$ cat src/rtl/hilo_div_ctrl.sv
// -----------------------------------------------------------------------------
// hilo_div_ctrl
//
// Sits between the CPU datapath and a 32-bit unsigned iterative divider.
// Accepts DIVU/DIV/MTHI/MTLO from decode. For a signed divide it hands
// magnitudes to the divider and sign-corrects the results afterwards. It stalls
// the pipeline while a divide is in flight and owns the architectural HI/LO
// registers.
//
// Parameters
//   RISE_TIMEOUT    cycles to wait for div_busy_i to rise before re-issuing
//                   the start pulse (1..15)
//   DIVZERO_LO      value written to LO on divide-by-zero
//
// Ports
//   clk_i           clock, all state updates on the rising edge
//   rst_ni          asynchronous active-low reset
//   op_valid_i      HI/LO-class instruction presented (sampled in IDLE only)
//   op_code_i       00 DIVU, 01 DIV, 10 MTHI, 11 MTLO
//   rs_data_i       dividend, or source operand for MTHI/MTLO
//   rt_data_i       divisor
//   stall_o         pipeline freeze request (combinational)
//   done_o          one-cycle pulse after a divide has written HI/LO
//   hi_o / lo_o     architectural HI (remainder) / LO (quotient)
//   div_start_o     one-cycle start pulse to the divider
//   div_dividend_o  unsigned dividend magnitude presented to the divider
//   div_divisor_o   unsigned divisor magnitude presented to the divider
//   div_busy_i      divider busy
//   div_q_i         divider quotient, unsigned
//   div_r_i         divider remainder, unsigned
// -----------------------------------------------------------------------------
module hilo_div_ctrl #(
    parameter int unsigned RISE_TIMEOUT = 4,
    parameter logic [31:0] DIVZERO_LO   = 32'hFFFF_FFFF
) (
    input  logic        clk_i,
    input  logic        rst_ni,
    input  logic        op_valid_i,
    input  logic [1:0]  op_code_i,
    input  logic [31:0] rs_data_i,
    input  logic [31:0] rt_data_i,
    output logic        stall_o,
    output logic        done_o,
    output logic [31:0] hi_o,
    output logic [31:0] lo_o,
    output logic        div_start_o,
    output logic [31:0] div_dividend_o,
    output logic [31:0] div_divisor_o,
    input  logic        div_busy_i,
    input  logic [31:0] div_q_i,
    input  logic [31:0] div_r_i
);

    typedef enum logic [1:0] {
        OP_DIVU = 2'b00,
        OP_DIV  = 2'b01,
        OP_MTHI = 2'b10,
        OP_MTLO = 2'b11
    } op_e;

    typedef enum logic [2:0] {
        S_IDLE,
        S_ISSUE,
        S_WAIT_HI,
        S_WAIT_LO,
        S_SETTLE,
        S_WRITE
    } state_e;

    // Last WAIT_HI cycle before giving up on div_busy_i and re-issuing.
    localparam logic [3:0] TMO_LAST = 4'(RISE_TIMEOUT - 1);

    op_e         op;
    logic        is_divide;

    state_e      state_q,    state_d;
    logic [3:0]  tmo_q,      tmo_d;
    logic [31:0] dividend_q, dividend_d;
    logic [31:0] divisor_q,  divisor_d;
    logic        q_neg_q,    q_neg_d;
    logic        r_neg_q,    r_neg_d;
    logic        zero_q,     zero_d;
    logic [31:0] hi_q,       hi_d;
    logic [31:0] lo_q,       lo_d;
    logic        done_q,     done_d;

    assign op        = op_e'(op_code_i);
    assign is_divide = (op == OP_DIVU) || (op == OP_DIV);

    // -------------------------------------------------------------------------
    // Next-state and datapath logic
    // -------------------------------------------------------------------------
    always_comb begin
        // NOTE: every signal written here gets a default first, so no path
        // can leave one unassigned and infer a latch.
        state_d    = state_q;
        tmo_d      = tmo_q;
        dividend_d = dividend_q;
        divisor_d  = divisor_q;
        q_neg_d    = q_neg_q;
        r_neg_d    = r_neg_q;
        zero_d     = zero_q;
        hi_d       = hi_q;
        lo_d       = lo_q;
        done_d     = 1'b0;

        unique case (state_q)
            S_IDLE: begin
                if (op_valid_i) begin
                    unique case (op)
                        OP_MTHI: hi_d = rs_data_i;
                        OP_MTLO: lo_d = rs_data_i;
                        default: begin
                            if (rt_data_i == 32'd0) begin
                                // Divider bypassed: keep raw rs for HI.
                                dividend_d = rs_data_i;
                                divisor_d  = 32'd0;
                                q_neg_d    = 1'b0;
                                r_neg_d    = 1'b0;
                                zero_d     = 1'b1;
                                state_d    = S_WRITE;
                            end else if (op == OP_DIV) begin
                                dividend_d = rs_data_i[31] ? (32'd0 - rs_data_i) : rs_data_i;
                                divisor_d  = rt_data_i[31] ? (32'd0 - rt_data_i) : rt_data_i;
                                q_neg_d    = rs_data_i[31] ^ rt_data_i[31];
                                r_neg_d    = rs_data_i[31];
                                zero_d     = 1'b0;
                                state_d    = S_ISSUE;
                            end else begin
                                dividend_d = rs_data_i;
                                divisor_d  = rt_data_i;
                                q_neg_d    = 1'b0;
                                r_neg_d    = 1'b0;
                                zero_d     = 1'b0;
                                state_d    = S_ISSUE;
                            end
                        end
                    endcase
                end
            end

            S_ISSUE: begin
                tmo_d   = 4'd0;
                state_d = S_WAIT_HI;
            end

            S_WAIT_HI: begin
                if (div_busy_i) begin
                    state_d = S_WAIT_LO;
                end else if (tmo_q == TMO_LAST) begin
                    // Divider never acknowledged; pulse start again.
                    state_d = S_ISSUE;
                end else begin
                    tmo_d = tmo_q + 4'd1;
                end
            end

            S_WAIT_LO: begin
                if (!div_busy_i) state_d = S_SETTLE;
            end

            // Gives the divider's result registers a cycle to update.
            S_SETTLE: state_d = S_WRITE;

            S_WRITE: begin
                if (zero_q) begin
                    hi_d = dividend_q;
                    lo_d = DIVZERO_LO;
                end else begin
                    // Two's-complement negate; 0x8000_0000 wraps onto itself.
                    lo_d = q_neg_q ? (32'd0 - div_q_i) : div_q_i;
                    hi_d = r_neg_q ? (32'd0 - div_r_i) : div_r_i;
                end
                done_d  = 1'b1;
                state_d = S_IDLE;
            end

            default: state_d = S_IDLE;
        endcase
    end

    // -------------------------------------------------------------------------
    // State registers
    // -------------------------------------------------------------------------
    // NOTE: sequential state uses non-blocking assignments only, so every
    // register samples the pre-edge value of every other register.
    always_ff @(posedge clk_i or negedge rst_ni) begin
        if (!rst_ni) begin
            state_q    <= S_IDLE;
            tmo_q      <= 4'd0;
            dividend_q <= 32'd0;
            divisor_q  <= 32'd0;
            q_neg_q    <= 1'b0;
            r_neg_q    <= 1'b0;
            zero_q     <= 1'b0;
            hi_q       <= 32'd0;
            lo_q       <= 32'd0;
            done_q     <= 1'b0;
        end else begin
            state_q    <= state_d;
            tmo_q      <= tmo_d;
            dividend_q <= dividend_d;
            divisor_q  <= divisor_d;
            q_neg_q    <= q_neg_d;
            r_neg_q    <= r_neg_d;
            zero_q     <= zero_d;
            hi_q       <= hi_d;
            lo_q       <= lo_d;
            done_q     <= done_d;
        end
    end

    // -------------------------------------------------------------------------
    // Outputs
    // -------------------------------------------------------------------------
    // WRITE does not stall: the instruction retires on the edge that writes
    // HI/LO, so a following MFHI/MFLO sees the new values.
    always_comb begin
        stall_o = 1'b0;
        unique case (state_q)
            S_ISSUE, S_WAIT_HI, S_WAIT_LO, S_SETTLE: stall_o = 1'b1;
            S_IDLE:  stall_o = op_valid_i && is_divide;
            default: stall_o = 1'b0;
        endcase
        // Reset forces IDLE, but op_valid_i may still be high; keep stall low.
        if (!rst_ni) stall_o = 1'b0;
    end

    assign div_start_o    = (state_q == S_ISSUE);
    assign div_dividend_o = dividend_q;
    assign div_divisor_o  = divisor_q;
    assign hi_o           = hi_q;
    assign lo_o           = lo_q;
    assign done_o         = done_q;

endmodule

$ cat config.mk
export PLATFORM = sky130hd
export DESIGN_NAME = hilo_div_ctrl
export DESIGN_NICKNAME = d
export VERILOG_FILES = /design/src/rtl/hilo_div_ctrl.sv
export SDC_FILE = /design/constraint.sdc
export NUM_CORES = 1
export LEC_CHECK = 0
export ABC_AREA = 1
export ABC_CLOCK_PERIOD_IN_PS = 2170
export CORE_UTILIZATION = 35
export DETAILED_ROUTE_END_ITERATION = 8
export DONT_BUFFER_PORTS = 1
export HOLD_SLACK_MARGIN = 0.06
export SYNTH_ARGS = -nofsm -noshare
export SYNTH_HDL_FRONTEND = slang
export SYNTH_SLANG_ARGS = --single-unit
$ cat constraint.sdc
create_clock -name clk_i -period 2.17 [get_ports clk_i]
set_clock_uncertainty 0.2 [all_clocks]
set_input_delay 0.217 -clock clk_i [delete_from_list [all_inputs] [get_ports clk_i]]
set_output_delay 0.217 -clock clk_i [all_outputs]
set_load 0.05 [all_outputs]
# Word level (Yosys, flattened, before mapping)
# Index checks and enable logic that the tools add are counted.
# classes
n_addsub	5
n_eq_ne	17
muxes	34
bitwise_logic	2
reduce_logical	14
# ops
cell	n
2-to-1 mux 32 bit	14
one-hot mux 32 bit (2 select lines)	2
subtractor 1 x 32 -> 32 bit, first input constant	4
logical NOT 32 bit	1
2-to-1 mux 3 bit	6
one-hot mux 3 bit (5 select lines)	1
AND reduction 3 bit	4
!= test 2 bit, second input constant	5
2-to-1 mux 4 bit	2
one-hot mux 4 bit (2 select lines)	1
2-to-1 mux 1 bit	7
== test 3 x 2 -> 1 bit, second input constant	2
== test 3 bit, second input constant	2
adder 4 x 1 -> 4 bit, second input constant	1
== test 2 bit, second input constant	2
== test 4 x 2 -> 1 bit, second input constant	1
!= test 2 x 1 -> 1 bit, second input constant	2
AND reduction 4 bit	1
nonzero test 2 bit	2
OR reduction 4 bit	1
== test 3 x 1 -> 1 bit, second input constant	1
logical NOT 3 bit	1
!= test 3 bit, second input constant	1
== test 2 x 1 -> 1 bit, second input constant	1
other kinds (7)	7
# word_totals
reg_bits	139
inputBits	134
out_inout_bits	131

# Logic depth before layout (Yosys ltp)
# depth
ltp_word	5
mapped_depth	13
depth_no_buf	13

# Least setup slack after synthesis
# Ideal clock, no wire load.
# synth_timing
path_type	reg2reg
start	register state_q[1]
end	register tmo_q[3]
arrival_time_ns	1.861
required_time_ns	1.881
path_slack_ns	0.020
path_stages_with_launch	8
n_path_buf	0
synth_period_minus_slack_ns	2.150
cell_sequence	dfrtp_1 inv_1 nand2_1 nor2_1 o21a_1 inv_1 o21ai_0 nor3b_1
# synth_via
elab_chain_cells	3
word_cells_on_any_way	7
cone_classes	eq/ne: 4; mux: 1; reduce/logical: 2
# synth_rtl
element	line_no	text
from (decl)	76	state_e state_q, state_d;
from (signal assigned)	200	state_q <= state_d;
== test 3 x 1 -> 1 bit (*)	--	
net div_start_o	46	output logic div_start_o,
nonzero test 2 bit (no line)	--	
AND reduction 3 bit (no line)	--	
to (signal assigned)	201	tmo_q <= tmo_d;
to (decl)	77	logic [3:0] tmo_q, tmo_d;
# The timed path passes the listed nets; every way through them passes the cells marked *.
# A chain may end at the register's enable or synchronous reset.

# Final worst setup path
# layout_timing
start	register state_q[0]
end	output stall_o
# layout_via
elab_chain_cells	4
word_cells_on_any_way	8
cone_classes	eq/ne: 4; mux: 2; reduce/logical: 2
# layout_rtl
element	line_no	text
== test 3 x 1 -> 1 bit, or another cell as far along	220	unique case (state_q)
OR reduction 4 bit	220	
one-hot mux 1 bit (2 select lines) (*)	220	
2-to-1 mux 1 bit (*)	226	if (!rst_ni) stall_o = 1'b0;
to (decl)	42	output logic stall_o,
# Every way passes the cells marked *; elsewhere a longest branch is shown, timed or not.

==> summary.md <==
| Metric | Value |
|---|---|
| Slowest stage delay, CP | around 0.38 ns |
| Avg Cell Area, Syn | about 6.3 µm² |
| Combinational share of power | around two fifths |
| Post-Syn Instances | approximately 1,600 |
| Top-Level Pins | roughly 270 |
| Hold WC Path Type | primary input to asynchronous set/reset pin |
| Pwr Total | around 19 mW |
| CTS tree | done |
| Vias in the first global route | 10,776 |
| CP bufs+invs | 1 |
| NetSw | between 10 and 15 mW |
| Area Growth Syn to Fin | 30.0% |
| Synth top area share | about a third |
| RePlAce Congestion | between 0.9 and 1 |
| Worst EP arrival | 1.73 ns |
| Core Area | around 28,000 µm² |
| Synth cell count leaders | nand2_1, nor2_1, inv_1, nand3_1, dfrtp_1 |
| Status | finished with violations |
| Synth Warn # | 0 |
| Post-synth top area cell | dfrtp_1 |
| PwrDens | approximately 1500 nW/µm² |
| Asr flop ratio synth | 100% |
| Setup crit end kind | output pin |
| Clock Pin Slew Worst Setup and Hold Paths | approximately 0.060 ns |
| VDD IR-drop max | approximately 820 µV |
| Top cells by area, synth | dfrtp_1, nand2_1, nor2_1 |
| Final min period | between 2 and 2.5 ns |
| Die Wd | 171 µm |
| Fillers | 2,933 |
| CTS Sinks | ~140 |
| DRT Wirelength | 41.1 mm |
| Area of the mapped netlist | between 9000 and 10,000 µm² |
| Crit start category | register |
| Top_reg_cell synth | dfrtp_1 |
| Port Buf Inserts | 0 |
| Hold_ws | -0.715 ns |
| Layout Nets | around 1,900 |
| Gr usage total | roughly 28% |
| Synth cell types | 44 |
| Crit-path slowest cell | dfrtp_1 |
| Sequential power share | between 40% and 50% |
| Share of cells above drive strength 1 | 7.99% |
| GRT overflow | 0 |
| RSZ-0062 raised after global routing | yes |
| Crit path required time | around 1.8 ns |
| Worst-Skew Late Latency | about 0.43 ns |
| Die Area | around 29,000 µm² |
| Final setup fails | 0 |
| Internal power | just over 8 mW |
| Root buf cell | clkbuf_16 |
| Die Span Y | roughly 170 µm |
| Crit path max fanout | 3 |
| # H-tree levels | 4 |
| Drt first pass iters | 5 |
| Post-synth EDFFs | 0 |
| Crit-path leading delay family | simple AND/OR/NAND/NOR gates |
| Initial antenna violation count | 5 |
| Final Hold Viols | around 140 |
| Clock network fraction of total power | roughly 16% |
| Max-cap viol count | 0 |
| Slew of the pin with the lowest slew margin | 1.04 ns |
| Largest net degree at the start of global routing | ~140 |
| Num CTS Buffers | 17 |
| HPWL Detailed | roughly 30 mm |
| Initial Utilization | approximately 36% |
| Maximum buffer depth of the clock tree | 2 |
| Period utilization | a little over nine tenths |
| Sw Ratio | 56.4% |
| Cell Rows | slightly above 60 |
| Vias | 11,382 |
| Post-Syn Nets | between 1,500 and 2,000 |
| Most frequent cell after synthesis | nand2_1 |
| Leak pwr | 6.06 nW |
| Vias per inst | about 5.3 |
| Drt initial violations | between 1,000 and 1,500 |
| Failing checks | negative hold slack |
| Worst setup path class | register to output pin |
| Sequential-to-total area share from yosys stat | between 30% and 40% |
| Drt wl/cell | roughly 19 µm |
| Worst rel slew slack | 30.1% |
| Wire length of the first global-routing pass | slightly above 60 mm |
| Worst path cell trace | or2_4 > nor2_4 > nand3_4 > nand2_2 > and3_4 > buf_12 |
| Max-slew violations | 0 |
| DRC viols | 0 |
| Routed Antenna Nets | 0 |
| #FFs+latches synth | about 140 |
| Fmax | ~0.47 GHz |
[placed cells by master, fill, tap and decap left out, types with 3 or more instances in the layout]
cell type      instances
nor2_1               236
inv_1                169
bufinv_16              3
o211ai_1               6
buf_4                 55
nor2_2                12
o21ai_0               95
o21ai_1                7
nand2_2                4
inv_2                  8
a31oi_1               23
diode_2                4
buf_6                  3
dlygate4sd3_1        152
clkinv_2               4
o311ai_1               8
nand4_1               37
clkbuf_16             17
dfrtp_1              137
nor3_1                12
xor2_1                24
ha_1                   5
xnor2_1               10
nand2_1              438
nor2_4                 5
buf_12                 6
clkinvlp_4             4
o31ai_1                4
nand3_1              157
o21bai_1               3
a21oi_1               88
[through the flow]
stage	area, µm²	instances	setup WS [ns]	utilization (%)	TNS [ns]
6_report	13000	2146	0.0267	46.4	0
5_1_grt	13000	2143	-0.0484	46.4	-0.209
4_1_cts	12800	2136	0.0175	45.9	0
3_5_place_dp	10700	1950	0.104	38.2	0
3_3_place_gp	10700	1950	0.121	38.2	0
2_1_floorplan	9980	1577	0.0196	-	0
[metal layers]
layer	track usage [%]	routed length, µm	up-vias
met3	8.33	4280	69
met5	0	40	-
met2	43.5	18300	536
met1	36.5	17100	5305
li1	-	-	5466
met4	10.8	1410	6
[final timing paths]
| check | slack [ns] | endpoint | cells past startpoint | start |
|---|---|---|---|---|
| min in group clk_i | -0.24 | lo_o[0] | 2 | rs_data_i[0] |
| max in group asynchronous | 2.24 | done_o | 0 | rst_ni |
| max | 0.03 | stall_o | 6 | state_q[0] |
| min | -0.72 | div_divisor_o[25] | 0 | rst_ni |
| min reg2reg | 0.31 | tmo_q[0] | 1 | tmo_q[0] |
| max reg2reg | 0.09 | lo_o[20] | 10 | state_q[0] |
[power groups by stage]
stage / Combinational [mW] / Clock (mW) / Sequential, mW
floorplan: 4.25 / 0 / 8.58
global placement: 6.64 / 0 / 8.46
detailed placement: 6.74 / 0 / 8.46
CTS: 7.19 / 3.10 / 8.42
global route: 8.09 / 3.20 / 8.58
finish: 7.33 / 3.05 / 8.44
[worst register-to-register path: cells and delay by family, from the launching register on]
kind                   cells  cell delay [ns]
buffers and inverters      3             0.43
and+or+nand+nor            6             0.88
DFF                        1             0.38
AOI/OAI and AO/OA          1             0.08
[cell families (layout without fill, tap and decap cells)]
family | count (synthesis) | count (layout) | share of synthesized area, %
and+or+nand+nor | 913 | 913 | 38.1
adders and majority gates | 5 | 5 | 0.627
DFF | 139 | 139 | 34.9
xor gates and xnor gates | 34 | 34 | 2.98
muxes | 1 | 1 | 0.100
other | 0 | 4 | 0
AOI/OAI and AO/OA | 243 | 243 | 13.5
buffers and inverters | 242 | 429 | 9.90
[timing repair]
item / CTS / global route
pin swaps: 2 / 2
setup buffers: 4 / 4
setup endpoints to repair: 1 / 57
hold buffers: 152 / 2
endpoints found under the hold margin: 274 / 147
gates resized for setup: 5 / 37
[flip-flops by register name (all words and copies together) (netlist names)]
register / flops
done_o: 1
hi_o: 32
state_q: 3
lo_o: 32
div_dividend_o: 32
zero_q: 1
r_neg_q: 1
q_neg_q: 1
div_divisor_o: 32
tmo_q: 4
[cell type report]
| type | instances | area (µm²) | share of cell area (%) |
|---|---|---|---|
| Antenna cell | 4 | 10.0 | 0.0772 |
| Clock buffer | 18 | 439 | 3.39 |
| Clock inverter | 12 | 149 | 1.15 |
| Inverter | 180 | 686 | 5.29 |
| Multi-Input combinational cell | 1196 | 5610 | 43.2 |
| Sequential cell | 139 | 3480 | 26.8 |
| Tap cell | 378 | 473 | 3.65 |
| Timing Repair Buffer | 219 | 2130 | 16.4 |
No activity file was read; power rests on OpenSTA's default activity.
